## src/rtl/arith_pkg.sv

```systemverilog
// Shared types and constants for the arithmetic accumulator stage.
// Default-width saturation limits are provided alongside the state and mode encodings.
package arith_pkg;

   typedef enum logic [1:0] {
      IDLE  = 2'd0,
      ACCUM = 2'd1,
      DONE  = 2'd2
   } acc_state_t;

   localparam int ACC_WD_DEF = 12;

   localparam logic signed [ACC_WD_DEF-1:0] SAT_MAX_DEF = {1'b0, {(ACC_WD_DEF-1){1'b1}}};
   localparam logic signed [ACC_WD_DEF-1:0] SAT_MIN_DEF = {1'b1, {(ACC_WD_DEF-1){1'b0}}};

   localparam logic MODE_ADD = 1'b0;
   localparam logic MODE_SUB = 1'b1;

   // Width of the intermediate sum used before clamping.
   function automatic int sum_width(input int acc_wd);
      return acc_wd + 1;
   endfunction

endpackage

```

## src/rtl/arith_sat_add.sv

```systemverilog
// Combinational saturating signed adder: sum formed one bit wider, then clamped
// to the representable range of ACC_WD bits.
module arith_sat_add
   import arith_pkg::*;
#(
   parameter int ACC_WD = 12
) (
   input  logic signed [ACC_WD-1:0] acc,
   input  logic signed [ACC_WD-1:0] addend,
   output logic signed [ACC_WD-1:0] sum,
   output logic                     sat
);

   localparam int SUM_WD = sum_width(ACC_WD);
   localparam logic signed [ACC_WD-1:0] SAT_MAX = {1'b0, {(ACC_WD-1){1'b1}}};
   localparam logic signed [ACC_WD-1:0] SAT_MIN = {1'b1, {(ACC_WD-1){1'b0}}};

   logic [SUM_WD-1:0] wide;

   always_comb begin
      wide = {acc[ACC_WD-1], acc} + {addend[ACC_WD-1], addend};
      sum  = wide[ACC_WD-1:0];
      sat  = 1'b0;
      // Top two bits disagree only when the true sum left the ACC_WD range.
      if (wide[SUM_WD-1] != wide[SUM_WD-2]) begin
         sat = 1'b1;
         sum = wide[SUM_WD-1] ? SAT_MIN : SAT_MAX;
      end
   end

endmodule

```

## src/rtl/arith_accum.sv

```systemverilog
// Frame accumulator: sums a programmed number of add/sub results into a saturating
// signed register, counts overflow-flagged samples, and hands the result downstream.
module arith_accum
   import arith_pkg::*;
#(
   parameter int DATA_WD = 4,
   parameter int ACC_WD  = 12,
   parameter int CNT_WD  = 4
) (
   input  logic                 i_clk,
   input  logic                 i_rst_n,
   input  logic                 i_start,
   input  logic [CNT_WD-1:0]    i_len,
   input  logic                 i_valid,
   output logic                 o_ready,
   input  logic [DATA_WD:0]     i_arith,
   input  logic                 i_ovr,
   input  logic                 i_mode,
   output logic                 o_valid,
   input  logic                 i_ready,
   output logic [ACC_WD-1:0]    o_acc,
   output logic                 o_sat,
   output logic [CNT_WD-1:0]    o_ovr_cnt,
   output logic                 o_busy
);

   acc_state_t               state_reg;
   logic [CNT_WD-1:0]        len_reg;
   logic [CNT_WD-1:0]        cnt_reg;
   logic [CNT_WD-1:0]        ovr_cnt_reg;
   logic signed [ACC_WD-1:0] acc_reg;
   logic                     sat_reg;

   logic signed [ACC_WD-1:0] ext_sample;
   logic signed [ACC_WD-1:0] sum_next;
   logic                     sat_hit;
   logic                     sign_fill;
   logic                     accept;
   logic                     last_sample;

   // Add-mode results are unsigned magnitudes; sub-mode results are two's complement.
   assign sign_fill  = i_arith[DATA_WD] & (i_mode == MODE_SUB);
   assign ext_sample = {{(ACC_WD-DATA_WD-1){sign_fill}}, i_arith};

   arith_sat_add #(.ACC_WD(ACC_WD)) u_sat_add (
      .acc    (acc_reg),
      .addend (ext_sample),
      .sum    (sum_next),
      .sat    (sat_hit)
   );

   assign accept      = i_valid && (state_reg == ACCUM);
   assign last_sample = (cnt_reg == (len_reg - CNT_WD'(1)));

   always_ff @(posedge i_clk) begin
      if (!i_rst_n) begin
         state_reg   <= IDLE;
         len_reg     <= '0;
         cnt_reg     <= '0;
         ovr_cnt_reg <= '0;
         acc_reg     <= '0;
         sat_reg     <= 1'b0;
      end else begin
         case (state_reg)
            IDLE: begin
               if (i_start && (i_len != '0)) begin
                  len_reg     <= i_len;
                  cnt_reg     <= '0;
                  ovr_cnt_reg <= '0;
                  acc_reg     <= '0;
                  sat_reg     <= 1'b0;
                  state_reg   <= ACCUM;
               end
            end
            ACCUM: begin
               if (accept) begin
                  acc_reg     <= sum_next;
                  sat_reg     <= sat_reg | sat_hit;
                  ovr_cnt_reg <= ovr_cnt_reg + {{(CNT_WD-1){1'b0}}, i_ovr};
                  cnt_reg     <= cnt_reg + CNT_WD'(1);
                  if (last_sample) begin
                     state_reg <= DONE;
                  end
               end
            end
            DONE: begin
               // A start coinciding with the handshake is dropped; IDLE sees the next one.
               if (i_ready) begin
                  state_reg <= IDLE;
               end
            end
            default: state_reg <= IDLE;
         endcase
      end
   end

   assign o_ready   = (state_reg == ACCUM);
   assign o_valid   = (state_reg == DONE);
   assign o_busy    = (state_reg != IDLE);
   assign o_acc     = acc_reg;
   assign o_sat     = sat_reg;
   assign o_ovr_cnt = ovr_cnt_reg;

endmodule

```

## config.mk

```make
export PLATFORM = sky130hd
export DESIGN_NAME = arith_accum
export DESIGN_NICKNAME = d
export VERILOG_FILES = /design/src/rtl/arith_pkg.sv /design/src/rtl/arith_sat_add.sv /design/src/rtl/arith_accum.sv
export SDC_FILE = /design/constraint.sdc
export NUM_CORES = 1
export LEC_CHECK = 0
export CORE_ASPECT_RATIO = 0.9
export CORE_MARGIN = 3
export CORE_UTILIZATION = 52
export DETAILED_ROUTE_END_ITERATION = 10
export HOLD_SLACK_MARGIN = 0.08
export PLACE_DENSITY = 0.8
export SLEW_MARGIN = 20
export SYNTH_ARGS = -nofsm -noshare
export SYNTH_HDL_FRONTEND = slang
export SYNTH_HIERARCHICAL = 1
export SYNTH_SLANG_ARGS = --single-unit
```

## constraint.sdc

```tcl
create_clock -name i_clk -period 3.75 [get_ports i_clk]
set_clock_uncertainty 0.05 [all_clocks]
set_input_delay 0.5625 -clock i_clk [delete_from_list [all_inputs] [get_ports i_clk]]
set_output_delay 0.5625 -clock i_clk [all_outputs]
set_load 0.05 [all_outputs]
```

==> results of run 1 <==
-- synth_stat cells, drive strengths merged, types with 2 or more instances --
cell     n  share of area (%)
o221ai   2                1.6
clkbuf   2               0.40
dfxtp   27                 29
xnor2   13                6.1
ha      16                 11
o21ai    9                2.4
nor3     3               0.80
a22oi   15                6.0
and2     2               0.67
xor2     3                1.4
maj3    11                6.5
mux2i    2                1.1
inv     10                2.0
a21boi   3                1.2
nor2     8                1.6
buf      7                2.8
nor2b   19                6.4
a21oi   13                4.7
nand2    9                1.8
or3      4                1.3
o41ai    2               0.94
a21o     4                1.6
nand3    5                1.3
-- kinds of logic (layout without fill, tap and decap cells) --
group                    count (synthesis)  count (layout)  synth area share (%)
AO/OA/AOI/OAI                           56              56                  22.0
XOR/XNOR                                17              17                  8.70
adder cells (fa/ha/maj)                 28              28                  18.3
buffers and inverters                   19              53                  5.22
flip-flops                              27              27                  28.9
multiplexers                             2               2                  1.07
AND/OR/NAND/NOR                         55              55                  15.9
-- worst max path at each step --
| stage | start | slack, ps | end | cells past startpoint |
|---|---|---|---|---|
| after global placement | i_arith[0] | 120 | o_acc[2]$_SDFFE_PN0P_ | 11 |
| after global routing | i_arith[0] | 150 | o_acc[1]$_SDFFE_PN0P_ | 11 |
| final | i_arith[0] | 320 | o_acc[0]$_SDFFE_PN0P_ | 11 |
| after CTS | i_arith[0] | 370 | o_acc[0]$_SDFFE_PN0P_ | 11 |
| after detailed placement | i_arith[0] | 70 | o_acc[0]$_SDFFE_PN0P_ | 11 |
| after floorplan | o_acc[0]$_SDFFE_PN0P_ | 770 | o_acc[1]$_SDFFE_PN0P_ | 11 |
-- critical path, cell delays in order --
cell             delay (ps)
clkdlybuf4s50_1         420
ha_1                    240
fa_1                    400
a21o_1                  210
a21oi_2                 200
a21oi_2                 110
a31oi_1                 320
o221ai_2                380
maj3_1                  450
a22oi_1                 190
nor2b_1                  60
-- metal layers --
metal | GRT usage [%] | up-vias | part of all wire [%] | wire, um
met4 | 4.63 | 0 | 0.76 | 30
met5 | 0 | - | 0 | 0
met3 | 3.22 | 2 | 3.5 | 137
li1 | - | 799 | - | -
met1 | 25.3 | 722 | 50 | 1970
met2 | 32.5 | 35 | 46 | 1800
-- power groups by stage --
stage	Sequential (uW)	Clock (uW)	Combinational, uW
2_1_floorplan	331	0	128
3_3_place_gp	313	0	195
3_5_place_dp	313	0	199
4_1_cts	306	173	200
5_1_grt	308	186	219
6_report	306	169	199
-- per-stage QoR --
stage | hold WS (ps) | total power [uW] | setup slack [ps] | utilization (%)
finish | 432 | 674 | 323 | 67.4
global route | 460 | 713 | 152 | 67.4
CTS | 436 | 679 | 369 | 67.4
detailed placement | 412 | 511 | 70.4 | 66.0
global placement | 409 | 508 | 121 | 66.0
floorplan | 407 | 459 | 768 | -
-- area by class of cell --
| type | count | area, um^2 | share of cell area, % |
|---|---|---|---|
| multi-input combinational | 158 | 1230 | 53.7 |
| sequential | 27 | 541 | 23.6 |
| timing repair buffer | 39 | 380 | 16.6 |
| tap | 44 | 55.1 | 2.40 |
| clock buffer | 3 | 41.3 | 1.80 |
| inverter | 10 | 37.5 | 1.64 |
| clock inverter | 1 | 7.51 | 0.327 |
-- cells in the final DEF (no fill, tap or decap), types with 4 or more instances in the layout --
cell              n
dfxtp_1          27
xnor2_1          13
nand3_1           5
or3_1             4
a21oi_1           9
buf_4             4
maj3_2            9
ha_1             16
nand2_1           9
o21ai_0           8
nor2_1            8
nor2b_1          19
inv_1            10
a22oi_1          15
a21o_1            4
clkdlybuf4s50_1  35
==> out/qor.yml, run 1 <==
yosys:
  synth_area_mm2: 0.00187
  yosysSeqAreaShare_pct: 28.9
  yosys_warnings: 6
  ys_ff_latch: 27
  synth_edf_count: 0
  synth_ff_type: "dfxtp_1"
  ys_types: 44
  syn_inst: 204
  syn-num-nets: 237
  syn_avg_cell_area_um2: 9.17
  async_flop_share_pct: 0
sta:
  slew_viol_final: 0
  max_freq_mhz: 292
  slew_headroom_pct: 50.0
  hold_viol_final: 0
  tns_ps: 0
  rsz0062_at_grt: "no"
  fin_crit_sh_pct: 91.4
  fin_crit_ps: 3430
  tightestPinTransition_ps: 750
  setup_viol: 0
pwr:
  p_leak_uw: 0.000907
  power_density_mw_per_mm2: 294
  p_comb_share_pct: 29.5
  swShare_pct: 31.3
  p_int_uw: 463
  sequentialPowerShare_pct: 45.4
  p_switching_uw: 211
  peakVddDrop_mv: 0.156
  clkPwrFrac_pct: 25.1
routing:
  ant_nets: 0
  wl_um: 3930
  drt_first_pass_iters: 4
  vias: 1558
  initialDrtViolationCount: 81
  via_per_inst: 5.52
  routedWlPerCell_um: 13.9
  route.detailed.drc: 0
critical_path:
  path_class: "input pin to flip-flop"
  r2r_slack_ps: 690
  reg2reg_from: "o_acc[0]$_SDFFE_PN0P_"
  rr_worst_depth: 10
  r2r_end: "o_acc[0]$_SDFFE_PN0P_"
  cp.required_ps: 3870
  cp_max_fo: 13
  worst_setup_path_start_kind: "input pin"
  arrival_ps: 3550
  cp-end-kind: "flip-flop"
global_routing:
  antenna_found_initial: 0
  overflow: 0
  grt_max_degree: 25
  grt_pass1_vias: 1581
  grt_usage_pct: 19.2
  grt_pass1_wl_um: 7070
floorplanning:
  start_util_pct: 55.0
  row_count: 20
  pin_count: 36
  die_h_um: 62.9
  die_width_um: 69.2
  die_area_mm2: 0.00435
  core_mm2: 0.00340
clock_network:
  cts_buffer_depth: 2
  cts-buffers-inserted: 3
  holdBufCountCts: 0
  htree_levels: 1
  cts_sinks: 27
  postCtsResizedCells: 0
  cts_setup_buffers: 0
  clkLatencyLatePin_ps: 270
  cts_tree: "yes"
  clkTransAtPathRegs_ps: 90
  cts-root-buf: "clkbuf_8"
placement:
  hpwl_um: 2860
  dp_cells: 278
  port-buffer-count: 35
  routabilityCongestion: 0.936
  place_area_mm2: 0.00225
layout:
  largest_reg_flops: 12
  drive_gt1_share_pct: 10.1
  fin_area_mm2: 0.00229
  n_antenna_cell: 0
  area_growth_pct: 22.7
  nets: 272
  num-fill-cells: 300
  final_cell_count_no_fill: 282
hold_path:
  min_from: "o_sat$_SDFFE_PN0P_"
  min_to: "o_sat$_SDFFE_PN0P_"
  hold_depth: 1
  hold_path_class: "flip-flop to flip-flop"
run:
  drv_cap: 0
run_status:
  status: "complete, no violations"
Power figures use the tool's default switching activity.
==> run 2, diff against run 1 <==
--- a/config.mk
+++ b/config.mk
@@ -13,3 +13,2 @@
 export PLACE_DENSITY = 0.8
-export SLEW_MARGIN = 20
 export SYNTH_ARGS = -nofsm -noshare
==> constraint.sdc (replaced) <==
create_clock -name i_clk -period 3.75 [get_ports i_clk]
set_clock_uncertainty 0.05 [all_clocks]
set_input_delay 0.9375 -clock i_clk [delete_from_list [all_inputs] [get_ports i_clk]]
set_output_delay 0.9375 -clock i_clk [all_outputs]
set_load 0.05 [all_outputs]
==> run 2 against run 1 <==
Non-clock buffer count increased by 11; count of clock-buffer cells in the layout unchanged; core utilization increased by 2.4 points; sequential cell count unchanged; design area increased by 3.6%; setup slack got worse by 130 ps; critical path depth increased by 1; hold slack improved by 3.5 ps; maximum frequency decreased by 3.7%; critical path type unchanged; largest cell class unchanged; highest routed layer unchanged.
==> out/qor.yml, run 2 (synthesized netlist as in run 1, its figures left out) <==
floorplanning:
  pin_count: 36  # unchanged
  start_util_pct: 55.0  # unchanged
  core_mm2: 0.00340  # unchanged
  die_h_um: 62.9  # unchanged
  row_count: 20  # unchanged
  die_area_mm2: 0.00435  # unchanged
  die_width_um: 69.2  # unchanged
sta:
  slew_headroom_pct: 52.5  # was 50.0%
  rsz0062_at_grt: "no"  # unchanged
  max_freq_mhz: 281  # was 292 MHz
  hold_ws_ps: 436  # was 432 ps
  fin_crit_sh_pct: 94.9  # was 91.4%
  fin_crit_ps: 3560  # was 3430 ps
  setup_viol: 0  # unchanged
  hold_viol_final: 0  # unchanged
  slew_viol_final: 0  # unchanged
  tightestPinTransition_ps: 710  # was 750 ps
  worst_slack_ps: 193  # was 323 ps
clock_network:
  cts-buffers-inserted: 3  # unchanged
  cts_sinks: 27  # unchanged
  cts_buffer_depth: 2  # unchanged
  holdBufCountCts: 0  # unchanged
  clkLatencyLatePin_ps: 280  # was 270 ps
  cts_setup_buffers: 0  # unchanged
  htree_levels: 1  # unchanged
  cts_tree: "yes"  # unchanged
  clkTransAtPathRegs_ps: 90  # about the same
  postCtsResizedCells: 0  # unchanged
  cts-root-buf: "clkbuf_8"  # unchanged
global_routing:
  grt_pass1_wl_um: 7640  # was 7070 um
  antenna_found_initial: 0  # unchanged
  grt_usage_pct: 21.1  # was 19.2%
  grt_pass1_vias: 1651  # was 1,581
  overflow: 0  # unchanged
  grt_max_degree: 25  # unchanged
placement:
  place_area_mm2: 0.00233  # was 0.00225 mm^2
  hpwl_um: 3170  # was 2860 um
  routabilityCongestion: 0.935  # was 0.936
  dp_cells: 289  # was 278
  pre_cts_ws_ps: -95.2  # was 70.4 ps
  port-buffer-count: 35  # unchanged
layout:
  largest_reg_flops: 12  # unchanged
  drive_gt1_share_pct: 14.1  # was 10.1%
  nets: 283  # was 272
  seqCellArea_um2: 541  # unchanged
  area_growth_pct: 27.1  # was 22.7%
  num-fill-cells: 310  # was 300
  mostFrequentLayoutCells: "clkdlybuf4s50_1, dfxtp_1, nor2b_1"  # unchanged
  final_common_cell: "clkdlybuf4s50_1"  # unchanged
  multi_input_area_mm2: 0.00123  # unchanged
  final_cell_count_no_fill: 293  # was 282
  n_antenna_cell: 0  # unchanged
  fin_area_mm2: 0.00238  # was 0.00229 mm^2
pwr:
  p_leak_uw: 0.000962  # was 0.000907 uW
  power_density_mw_per_mm2: 288  # was 294 mW/mm^2
  p_total_uw: 685  # was 674 uW
  peakVddDrop_mv: 0.197  # was 0.156 mV
routing:
  ant_nets: 0  # unchanged
  via_per_inst: 5.58  # was 5.52
  wl_um: 4220  # was 3930 um
  initialDrtViolationCount: 91  # was 81
  routedWlPerCell_um: 14.4  # was 13.9 um
  vias: 1634  # was 1,558
  route.detailed.drc: 0  # unchanged
  drt_first_pass_iters: 4  # unchanged
critical_path:
  crit_slowest_cell: "clkdlybuf4s50_1"  # was maj3_1
  worst_setup_path_start_kind: "input pin"  # unchanged
  cp.buffers_inverters: 2  # was 1
  cpLargestDelayFamily: "compound AO/OA/AOI/OAI gates"  # unchanged
  crit_chain: "clkdlybuf4s50_1, ha_1, fa_1, a21o_1, a21oi_2, a21oi_2, a31oi_1, o221ai_2, buf_4, maj3_1, a22oi_1, nor2b_1"  # was clkdlybuf4s50_1, ha_1, fa_1, a21o_1, a21oi_2, a21oi_2, a31oi_1, o221ai_2, maj3_1, a22oi_1, nor2b_1
  cp_max_fo: 7  # was 13
  crit_path_max_incr_delay_ps: 420  # was 450 ps
  path_class: "input pin to flip-flop"  # unchanged
  cp-end-kind: "flip-flop"  # unchanged
  cp.required_ps: 3870  # about the same
  cp_common_cell: "a21oi_2"  # unchanged
  arrival_ps: 3680  # was 3550 ps
run:
  drv_cap: 0  # unchanged
run_status:
  status: "complete, no violations"  # unchanged
hold_path:
  hold_path_class: "flip-flop to flip-flop"  # unchanged
==> run 2: changes by cell type in the layout (fill, tap and decap cells not counted) <==
cell / change
buf_4: +11
==> run 2: where the power goes <==
group          internal (uW)  leakage (uW)  switching [uW]  total (uW)
clock network           75.6     0.0000217            95.8         171
logic                   96.0      0.000721             111         207
registers                297      0.000219            9.15         306
==> run 2: layer usage <==
metal / share of wire [%] / routed length [um] / GRT usage (%)
met5: 0 / 0 / 0
met4: 1.1 / 48 / 5.12
met3: 6.1 / 257 / 4.50
met2: 46 / 1960 / 35.7
met1: 46 / 1950 / 27.3
==> run 2: path summary, 6_finish.rpt <==
path	startpoint	end	slack [ps]	depth (start not counted)
worst max-delay path	i_arith[0]	o_acc[0]$_SDFFE_PN0P_	190	12
worst max register to register	o_acc[0]$_SDFFE_PN0P_	o_acc[0]$_SDFFE_PN0P_	900	11
worst min register to register	o_sat$_SDFFE_PN0P_	o_sat$_SDFFE_PN0P_	440	1
worst min-delay path	o_sat$_SDFFE_PN0P_	o_sat$_SDFFE_PN0P_	440	1
==> run 2: layout make-up <==
class	count	area share [%]
clock buffers	3	1.74
clock inverters	1	0.316
inverters	10	1.58
multi-input cells	158	51.8
flip-flops and latches	27	22.7
well taps	44	2.32
repair buffers	50	19.5
==> run 2: worst reg2reg max path, delay by kind of cell (launching register included) <==
family / cells / cell delay (ps)
and+or+nand+nor: 1 / 70
AOI/OAI and AO/OA: 6 / 1110
adders and majority gates: 3 / 980
DFF: 1 / 350
buffers and inverters: 1 / 190
==> run 2: per-stage QoR <==
step / utilization, % / TNS (ps)
2_1_floorplan: - / 0
3_3_place_gp: 68.4 / -92.1
3_5_place_dp: 68.4 / -572
4_1_cts: 69.9 / 0
5_1_grt: 69.9 / 0
6_report: 69.9 / 0
